[src/rtl/hub75_scan_ctrl.sv]
// rtl/hub75_scan_ctrl.sv - HUB75 LED panel row scan controller.
// Shifts one row of columns, blanks, latches, displays for on_time cycles, then advances the scan row.
module hub75_scan_ctrl #(
  parameter int COLS         = 64,
  parameter int HALF_ROWS    = 32,
  parameter int BLANK_CYCLES = 2,
  localparam int CW = $clog2(COLS),
  localparam int RW = $clog2(HALF_ROWS)
) (
  input  logic          clk,
  input  logic          rst,
  input  logic          enable,
  input  logic [15:0]   on_time,
  output logic [CW-1:0] col,
  output logic [RW-1:0] scan_row,
  output logic          rd_en,
  output logic          data_strobe,
  output logic          panel_clk,
  output logic          panel_lat,
  output logic          panel_oe_n,
  output logic [RW-1:0] addr_out,
  output logic          frame_done,
  output logic          busy
);

  typedef enum logic [2:0] {
    IDLE, SHIFT, TAIL, BLANK_PRE, LATCH, DISPLAY, BLANK_POST
  } state_t;

  localparam logic [15:0]   BLANK_LOAD = 16'(BLANK_CYCLES - 1);
  localparam logic [CW-1:0] LAST_COL   = CW'(COLS - 1);
  localparam logic [RW-1:0] LAST_ROW   = RW'(HALF_ROWS - 1);

  state_t        state_q, state_d;
  logic          ph_q, ph_d;
  logic [CW-1:0] col_q, col_d;
  logic [RW-1:0] row_q, row_d;
  logic [RW-1:0] addr_q, addr_d;
  logic [15:0]   cnt_q, cnt_d;
  logic          rd_en_q, rd_en_d;
  logic          data_strobe_q, data_strobe_d;
  logic          panel_clk_q, panel_clk_d;
  logic          panel_lat_q, panel_lat_d;
  logic          panel_oe_n_q, panel_oe_n_d;
  logic          frame_done_q, frame_done_d;
  logic          busy_q, busy_d;

  // cnt_q holds the cycles remaining in the current blank/display phase after this one.
  always_comb begin
    state_d = state_q;
    ph_d    = ph_q;
    col_d   = col_q;
    row_d   = row_q;
    addr_d  = addr_q;
    cnt_d   = cnt_q;
    case (state_q)
      IDLE: begin
        if (enable) begin
          state_d = SHIFT;
          ph_d    = 1'b0;
          col_d   = '0;
        end
      end
      SHIFT: begin
        ph_d = ~ph_q;
        if (ph_q) begin
          if (col_q == LAST_COL) state_d = TAIL;
          else                   col_d   = col_q + 1'b1;
        end
      end
      TAIL: begin
        state_d = BLANK_PRE;
        cnt_d   = BLANK_LOAD;
      end
      BLANK_PRE: begin
        if (cnt_q == '0) begin
          state_d = LATCH;
          cnt_d   = on_time;
          addr_d  = row_q;
        end else begin
          cnt_d = cnt_q - 16'd1;
        end
      end
      LATCH, DISPLAY: begin
        if (cnt_q == '0) begin
          state_d = BLANK_POST;
          cnt_d   = BLANK_LOAD;
        end else begin
          state_d = DISPLAY;
          cnt_d   = cnt_q - 16'd1;
        end
      end
      BLANK_POST: begin
        if (cnt_q == '0) begin
          row_d   = (row_q == LAST_ROW) ? '0 : row_q + 1'b1;
          col_d   = '0;
          ph_d    = 1'b0;
          state_d = enable ? SHIFT : IDLE;
        end else begin
          cnt_d = cnt_q - 16'd1;
        end
      end
      default: state_d = IDLE;
    endcase
  end

  // Outputs are decoded from the next state so every pin is a flop aligned with its state.
  always_comb begin
    rd_en_d       = (state_d == SHIFT) && !ph_d;
    data_strobe_d = (state_d == SHIFT) && ph_d;
    panel_clk_d   = ((state_d == SHIFT) && !ph_d && (col_d != '0)) || (state_d == TAIL);
    panel_lat_d   = (state_d == LATCH);
    panel_oe_n_d  = (state_d != DISPLAY);
    busy_d        = (state_d != IDLE);
    frame_done_d  = (row_q == LAST_ROW) && (cnt_d == '0) &&
                    ((state_d == LATCH) || (state_d == DISPLAY));
  end

  always_ff @(posedge clk or negedge rst) begin
    if (!rst) begin
      state_q       <= IDLE;
      ph_q          <= 1'b0;
      col_q         <= '0;
      row_q         <= '0;
      addr_q        <= '0;
      cnt_q         <= '0;
      rd_en_q       <= 1'b0;
      data_strobe_q <= 1'b0;
      panel_clk_q   <= 1'b0;
      panel_lat_q   <= 1'b0;
      panel_oe_n_q  <= 1'b1;
      frame_done_q  <= 1'b0;
      busy_q        <= 1'b0;
    end else begin
      state_q       <= state_d;
      ph_q          <= ph_d;
      col_q         <= col_d;
      row_q         <= row_d;
      addr_q        <= addr_d;
      cnt_q         <= cnt_d;
      rd_en_q       <= rd_en_d;
      data_strobe_q <= data_strobe_d;
      panel_clk_q   <= panel_clk_d;
      panel_lat_q   <= panel_lat_d;
      panel_oe_n_q  <= panel_oe_n_d;
      frame_done_q  <= frame_done_d;
      busy_q        <= busy_d;
    end
  end

  assign col         = col_q;
  assign scan_row    = row_q;
  assign addr_out    = addr_q;
  assign rd_en       = rd_en_q;
  assign data_strobe = data_strobe_q;
  assign panel_clk   = panel_clk_q;
  assign panel_lat   = panel_lat_q;
  assign panel_oe_n  = panel_oe_n_q;
  assign frame_done  = frame_done_q;
  assign busy        = busy_q;

endmodule
[config.mk]
export PLATFORM = sky130hd
export DESIGN_NAME = hub75_scan_ctrl
export DESIGN_NICKNAME = d
export VERILOG_FILES = /design/src/rtl/hub75_scan_ctrl.sv
export SDC_FILE = /design/constraint.sdc
export NUM_CORES = 1
export LEC_CHECK = 0
export CORE_ASPECT_RATIO = 0.6
export CORE_UTILIZATION = 36
export CTS_BUF_LIST = sky130_fd_sc_hd__clkbuf_8
export CTS_CLUSTER_SIZE = 12
export DETAILED_ROUTE_END_ITERATION = 12
export GPL_ROUTABILITY_DRIVEN = 0
export MAX_ROUTING_LAYER = met4
export PLACE_DENSITY = 0.63
export SLEW_MARGIN = 20
export SYNTH_ARGS = -nofsm -noshare
export SYNTH_HDL_FRONTEND = slang
export SYNTH_SLANG_ARGS = --single-unit
[constraint.sdc]
create_clock -name clk -period 7.08 [get_ports clk]
set_clock_uncertainty 0.05 [all_clocks]
set_input_delay 1.416 -clock clk [delete_from_list [all_inputs] [get_ports clk]]
set_output_delay 1.416 -clock clk [all_outputs]
set_load 0.02 [all_outputs]
# Word-level counts from Yosys, hierarchy flattened
# Cells that the tools add are included.
# W data, S select, Z words.
[classes] n_reduce_logical=16 n_mux=21 bitwise=1 eq_ne=13 n_addsub=3
[ops] op="$pmux W16 S4" n=1
[ops] op="$mux W16" n=3
[ops] op="$logic_not A16 Y1" n=2
[ops] op="$mux W6" n=4
[ops] op="$pmux W3 S6" n=1
[ops] op="$pmux W6 S3" n=1
[ops] op="$sub A16 B1 Y16 const B" n=1
[ops] op="$eq A3 B3 Y1 const B" n=5
[ops] op="$mux W3" n=5
[ops] op="$eq A3 B2 Y1 const B" n=3
[ops] op="$add A6 B1 Y6 const B" n=1
[ops] op="$eq A3 B1 Y1 const B" n=2
[ops] op="$eq A6 B6 Y1 const B" n=1
[ops] op="$reduce_bool A6 Y1" n=1
[ops] op="$add A5 B1 Y5 const B" n=1
[ops] op="$eq A5 B5 Y1 const B" n=1
[ops] op="$logic_and A1 B1 Y1" n=5
[ops] op="$mux W5" n=1
[ops] op="$reduce_and A2 Y1" n=2
[ops] op="$logic_not A3 Y1" n=1
[ops] op="$mux W1" n=3
[ops] op="$ne A3 B3 Y1 const B" n=1
[ops] op="$pmux W1 S3" n=1
[ops] op="$reduce_bool A3 Y1" n=1
[ops] op="other kinds (5)" n=6
[totals] elab_cells=67 out_inout_bits=23 register_bits=43 inputBits=19

# Logic depth before layout (Yosys ltp)
[logic_depth] ltp_word=8 ltp_mapped=16 depth_no_buf=13

# Worst setup path after synthesis
# No wires, ideal clock.
[synth_timing] path_kind="reg2reg" from="register cnt_q[0]" to="register frame_done_q (netlist: frame_done)" setup_slack_ps=3750 setup_time_ps=95 path_stages_with_launch=17 arrival_ps=3185 cell_sequence="dfrtp_1 inv_1 ha_1 or4b_1 buf_2 nor4_4 inv_2 buf_6 buf_2 ha_1 nor2b_1 o22ai_1 a21oi_1 o31a_1 o2111ai_1 nor4b_1 nor4b_2"
[synth_via] elab_chain_cells=6 elab_cells_between_ends=16 cone_classes="add/sub (1); eq/ne (2); mux (8); reduce/logical (5)"
[synth_lines] item="start: declaration" line="39" source="logic [15:0] cnt_q, cnt_d;"
[synth_lines] item="start signal: assignment" line="140" source="cnt_q <= cnt_d;"
[synth_lines] item="$sub A16 B1 Y16 / $logic_not A16 Y1 (equally long branches)"
[synth_lines] item="$mux W16 (tied with other cells)" line="94" source="if (cnt_q == '0) begin"
[synth_lines] item="$pmux W16 S4 / $pmux W3 S6 (equally long branches)" line="56" source="case (state_q)"
[synth_lines] item="$logic_not A16 Y1 / $eq A3 B3 Y1 (equally long branches)" line="115, 116"
[synth_lines] item="$logic_and A1 B1 Y1 / $logic_or A1 B1 Y1 (equally long branches)" line="115, 116"
[synth_lines] item="$logic_and A1 B1 Y1 (*)" line="115" source="frame_done_d = (row_q == LAST_ROW) && (cnt_d == '0) &&"
[synth_lines] item="named net frame_done_d" line="45" source="logic frame_done_q, frame_done_d;"
[synth_lines] item="end signal: assignment" line="146" source="frame_done_q <= frame_done_d;"
[synth_lines] item="end: declaration" line="45"
# The timed path passes the listed nets; every way through them passes the cells marked *.
# A chain may end at the register's enable or synchronous reset.

# Worst setup path after layout
# Same ends and word-level chain as after synthesis.

==> flow_summary.html <==
<table>
<tr><th>Metric</th><th>Value</th></tr>
<tr><th colspan="2">Yosys</th></tr>
<tr><td>Cell area after technology mapping</td><td>about 0.0027 sq mm</td></tr>
<tr><td>Top area cells in the synthesized netlist</td><td>sky130_fd_sc_hd__dfrtp_1 39%, sky130_fd_sc_hd__nor2_1 4.2%, sky130_fd_sc_hd__nand2_1 3.9%, sky130_fd_sc_hd__mux2_2 3.3%, sky130_fd_sc_hd__a21oi_1 3.0%</td></tr>
<tr><td>Synth Instances</td><td>305</td></tr>
<tr><td>Post-synthesis cell type count</td><td>72</td></tr>
<tr><td>Prevailing post-synth register cell</td><td>sky130_fd_sc_hd__dfrtp_1</td></tr>
<tr><td>Area share of the largest cell type after synthesis</td><td>0.388</td></tr>
<tr><td>Synthesis-stage register bit count</td><td>43</td></tr>
<tr><td>Yosys Warn Count</td><td>0</td></tr>
<tr><td>Per-instance average area after synthesis</td><td>8.88 sq um</td></tr>
<tr><td>Sequential cell area fraction in the yosys report</td><td>0.398</td></tr>
<tr><td>Synthesized netlist net count</td><td>around 330</td></tr>
<tr><td>Synth async-reset ratio</td><td>1.00</td></tr>
<tr><td>Most used standard cell by instance count after synthesis</td><td>sky130_fd_sc_hd__dfrtp_1</td></tr>
<tr><td>Top post-synthesis cells by count</td><td>42 x sky130_fd_sc_hd__dfrtp_1, 30 x sky130_fd_sc_hd__nor2_1, 28 x sky130_fd_sc_hd__nand2_1, 16 x sky130_fd_sc_hd__a21oi_1, 16 x sky130_fd_sc_hd__o21ai_0</td></tr>
<tr><td>Post-synth EDFFs</td><td>0</td></tr>
<tr><td>Post-synthesis cell type with the largest combined area</td><td>sky130_fd_sc_hd__dfrtp_1</td></tr>
<tr><th colspan="2">CTS</th></tr>
<tr><td>Number of hold buffers added after cts</td><td>0</td></tr>
<tr><td>Register clock-pin slew on the reported worst setup and hold paths</td><td>0.09 ns</td></tr>
<tr><td>Number of clock sinks</td><td>43</td></tr>
<tr><td>Total CTS buffers</td><td>5</td></tr>
<tr><td>Count of H-tree levels built during CTS</td><td>2</td></tr>
<tr><td>Clock root buffer</td><td>sky130_fd_sc_hd__clkbuf_8</td></tr>
<tr><td>Maximum number of buffers from clock root to sink</td><td>2</td></tr>
<tr><td>TritonCTS clock tree</td><td>built</td></tr>
<tr><td>Clock latency of the later-clocked register in the worst-skew pair</td><td>0.31 ns</td></tr>
<tr><td>Number of cells upsized or downsized after cts</td><td>0</td></tr>
<tr><td>Number of setup buffers added after CTS</td><td>0</td></tr>
<tr><th colspan="2">Route</th></tr>
<tr><td>First-pass DRT Iterations</td><td>5</td></tr>
<tr><td>Antenna-violating nets left</td><td>0</td></tr>
<tr><td>Average vias per placed instance</td><td>5.91</td></tr>
<tr><td>Overall via count from detail_route</td><td>2632</td></tr>
<tr><td>Number of remaining DRC errors</td><td>0</td></tr>
<tr><td>Wire length reported by the detailed router</td><td>7.77 mm</td></tr>
<tr><td>Initial DRC count</td><td>389</td></tr>
<tr><td>Final routed wire length divided by cell count</td><td>17.5 um</td></tr>
<tr><th colspan="2">Critical path</th></tr>
<tr><td>WP data required</td><td>between 7 and 8 ns</td></tr>
<tr><td>CP max FO</td><td>27</td></tr>
<tr><td>Critical Path Slowest Stage Cell</td><td>sky130_fd_sc_hd__or4b_1</td></tr>
<tr><td>Crit path arrival time</td><td>4.01 ns</td></tr>
<tr><td>Setup slack on the worst flop-to-flop path</td><td>between 3 and 4 ns</td></tr>
<tr><td>End of the worst register-to-register path</td><td>frame_done</td></tr>
<tr><td>CP delay by family, top</td><td>simple AND/OR/NAND/NOR gates</td></tr>
<tr><td>Buf/Inv on CP</td><td>3</td></tr>
<tr><td>CP Class</td><td>reg -&gt; reg</td></tr>
<tr><td>Worst stage delay on the critical path</td><td>0.60 ns</td></tr>
<tr><td>Reg2Reg Launch Point</td><td>cnt_q[0]</td></tr>
<tr><td>Critical path endpoint category</td><td>flop</td></tr>
<tr><td>Critical path launch point type</td><td>flop</td></tr>
<tr><td>Critical path cell sequence</td><td>inv_1 -&gt; ha_1 -&gt; or4b_1 -&gt; nor4_4 -&gt; buf_4 -&gt; inv_2 -&gt; ha_1 -&gt; nor2b_1 -&gt; o22ai_1 -&gt; a21oi_1 -&gt; o31a_1 -&gt; o2111ai_1 -&gt; nor4b_1 -&gt; nor4b_2</td></tr>
<tr><td>Worst Reg2Reg Path Length in Cells</td><td>14</td></tr>
<tr><td>Cell type with the highest occurrence count on the critical path</td><td>sky130_fd_sc_hd__ha_1</td></tr>
<tr><th colspan="2">Cells and area</th></tr>
<tr><td>Post-layout instance area</td><td>0.00332 sq mm</td></tr>
<tr><td>Fraction of layout cells with a size suffix above 1</td><td>0.103</td></tr>
<tr><td>Synth-to-layout area growth</td><td>22.4%</td></tr>
<tr><td>Number of nets in the layout</td><td>364</td></tr>
<tr><td>N_diodes</td><td>0</td></tr>
<tr><th colspan="2">Timing</th></tr>
<tr><td>Worst Tran Pin Value</td><td>slightly above 0.9 ns</td></tr>
<tr><td>Final worst-path cycle share</td><td>0.542</td></tr>
<tr><td># setup viols final</td><td>0</td></tr>
<tr><td>Unrepaired setup endpoints after global routing</td><td>false</td></tr>
<tr><td>Worst slew slack as a fraction of its limit</td><td>0.389</td></tr>
<tr><td>Fmax</td><td>261 MHz</td></tr>
<tr><td>Worst path setup slack after routing</td><td>~3.2 ns</td></tr>
<tr><td>Max Transition Viols Final</td><td>0</td></tr>
<tr><td>Hold_ws</td><td>0.461 ns</td></tr>
<tr><td>Hold Vio Cnt, Final</td><td>0</td></tr>
<tr><td>Post-Route Setup TNS</td><td>0 ns</td></tr>
<tr><td>Time the worst path needs with I/O delays and setup</td><td>~3.8 ns</td></tr>
<tr><th colspan="2">Place</th></tr>
<tr><td>Cell Area, Placed</td><td>0.00318 sq mm</td></tr>
<tr><td>Half-perimeter wire length of the detailed placement result</td><td>between 5 and 6 mm</td></tr>
<tr><td>Count of input and output buffers</td><td>41</td></tr>
<tr><td>Worst slack at placement</td><td>3.34 ns</td></tr>
<tr><th colspan="2">Hold path</th></tr>
<tr><td>Tightest Hold Check Type</td><td>reg -&gt; reg</td></tr>
<tr><td>Capture endpoint of the worst hold path</td><td>addr_out[2]</td></tr>
<tr><td>Worst Hold Depth</td><td>1</td></tr>
<tr><td>Origin of the worst min-delay path</td><td>addr_out[2]</td></tr>
<tr><th colspan="2">Floorplanning</th></tr>
<tr><td>Row Count</td><td>24</td></tr>
<tr><td>Area inside the core boundary</td><td>0.00727 sq mm</td></tr>
<tr><td>Die height</td><td>69.2 um</td></tr>
<tr><td>Number of top-level design ports</td><td>42</td></tr>
<tr><td>Horizontal die dimension</td><td>~110 um</td></tr>
<tr><td>Full die area</td><td>0.00789 sq mm</td></tr>
<tr><td>Initial cell density of the core</td><td>0.373</td></tr>
<tr><th colspan="2">Global routing</th></tr>
<tr><td>Remaining Overflow, GRT</td><td>0</td></tr>
<tr><td>Global-route wire length before repair</td><td>~13 mm</td></tr>
<tr><td>Number of antenna violations at the first check in global routing</td><td>0</td></tr>
<tr><td>Vias in the first global route</td><td>2343</td></tr>
<tr><td>Maximum number of pins on one net before global-route repair</td><td>44</td></tr>
<tr><td>Tot GR Track Use</td><td>0.213</td></tr>
<tr><th colspan="2">Power</th></tr>
<tr><td>Internal portion of total power</td><td>361 uW</td></tr>
<tr><td>Leakage Power</td><td>0.00131 uW</td></tr>
<tr><td>Portion of total power attributed to sequential cells</td><td>0.530</td></tr>
<tr><td>Power density over the cells</td><td>around 140 mW/mm^2</td></tr>
<tr><td>P_sw</td><td>103 uW</td></tr>
<tr><td>Peak supply drop</td><td>70.7 uV</td></tr>
<tr><td>Logic gate share of total power</td><td>0.041</td></tr>
<tr><td>Net switching share of the total power</td><td>0.222</td></tr>
<tr><td>Clk network pwr share</td><td>0.430</td></tr>
<tr><th colspan="2">Run</th></tr>
<tr><td># Max-Cap Violations</td><td>0</td></tr>
<tr><th colspan="2">Run status</th></tr>
<tr><td>Status</td><td>complete, no violations</td></tr>
</table>
==> kinds of logic (layout without fill, tap and decap cells) <==
family | after synthesis | count (layout) | share of synthesized area
and+or+nand+nor | 130 | 130 | 0.262
AOI/OAI and AO/OA | 86 | 86 | 0.221
muxes | 8 | 8 | 0.0333
buffers and inverters | 27 | 63 | 0.0430
xor gates and xnor gates | 5 | 5 | 0.0162
DFF | 43 | 43 | 0.398
adders and majority gates | 6 | 6 | 0.0268
==> how the worst max path moves through the flow <==
stage	startpoint	endpoint	slack, ns	cells after the start
2_1_floorplan	cnt_q[0]	frame_done	3.75	16
3_3_place_gp	cnt_q[0]	frame_done	3.57	14
3_5_place_dp	cnt_q[0]	frame_done	3.34	14
4_1_cts	cnt_q[0]	frame_done	3.34	14
5_1_grt	cnt_q[0]	frame_done	3.01	14
6_report	cnt_q[0]	frame_done	3.24	14
==> routing by layer <==
| metal | up-vias | global-route usage | share of wire |
|---|---|---|---|
| met1 | 1256 | 0.333 | 0.49 |
| met5 | - | - | 0 |
| met3 | 5 | 0.0734 | 0.12 |
| met2 | 155 | 0.255 | 0.39 |
| met4 | 0 | 0.0433 | 0.0052 |
| li1 | 1216 | - | - |
==> cells in the final DEF (no fill, tap or decap), types with 3 or more instances in the layout <==
master | netlist | layout
sky130_fd_sc_hd__o21a_1 | 5 | 5
sky130_fd_sc_hd__a21oi_1 | 16 | 16
sky130_fd_sc_hd__nor2_1 | 30 | 30
sky130_fd_sc_hd__nand2_1 | 28 | 28
sky130_fd_sc_hd__clkbuf_8 | 0 | 5
sky130_fd_sc_hd__and3_1 | 5 | 5
sky130_fd_sc_hd__o22ai_1 | 5 | 5
sky130_fd_sc_hd__nand3_1 | 12 | 12
sky130_fd_sc_hd__or3_1 | 3 | 3
sky130_fd_sc_hd__o21bai_1 | 5 | 5
sky130_fd_sc_hd__a211oi_1 | 3 | 3
sky130_fd_sc_hd__or4_1 | 4 | 4
sky130_fd_sc_hd__clkdlybuf4s50_1 | 0 | 40
sky130_fd_sc_hd__ha_1 | 5 | 5
sky130_fd_sc_hd__or2_2 | 5 | 5
sky130_fd_sc_hd__o31ai_1 | 4 | 4
sky130_fd_sc_hd__o21ai_0 | 16 | 16
sky130_fd_sc_hd__mux2_2 | 8 | 8
sky130_fd_sc_hd__inv_1 | 10 | 10
sky130_fd_sc_hd__nand2b_1 | 5 | 5
sky130_fd_sc_hd__dfrtp_1 | 42 | 42
sky130_fd_sc_hd__nor4_1 | 6 | 6
sky130_fd_sc_hd__nor2b_1 | 4 | 4
sky130_fd_sc_hd__nand4_1 | 3 | 3
sky130_fd_sc_hd__xnor2_1 | 4 | 4
sky130_fd_sc_hd__nor3_1 | 9 | 9
==> through the flow <==
step	power [uW]	util	std cells
finish	464	0.456	445
global route	482	0.456	445
CTS	468	0.454	444
detailed placement	268	0.438	436
global placement	269	0.438	436
floorplan	252	-	305
==> registers in the layout (all words and copies together) (netlist names) <==
register     cells
addr_out         5
busy             1
cnt_q           16
col              6
data_strobe      1
frame_done       1
panel_clk        1
panel_lat        1
panel_oe_n       1
ph_q             1
rd_en            1
scan_row         5
state_q          3
==> final cells by class <==
type                    instances  area (sq um)
fillers                       739          3950
multi-input cells             235          1520
flip-flops and latches         43          1080
repair buffers                 44           440
well taps                     104           130
clock buffers                   5          68.8
clock inverters                 3          43.8
inverters                      11          41.3
==> worst register-to-register path: cells and delay by family (launching register included) <==
family	cells	cell delay (ns)
buffers and inverters	3	0.65
AO/OA/AOI/OAI	4	0.56
flip-flops	1	0.43
AND/OR/NAND/NOR	5	1.51
adder cells (fa/ha/maj)	2	0.57
==> power by group through the flow <==
stage / Combinational (uW) / Clock (uW) / Sequential, uW
2_1_floorplan: 1.45 / 0 / 251
3_3_place_gp: 18.1 / 0 / 251
3_5_place_dp: 17.7 / 0 / 251
4_1_cts: 17.8 / 205 / 246
5_1_grt: 20.7 / 215 / 246
6_report: 18.8 / 200 / 246
Power figures use the tool's default switching activity.
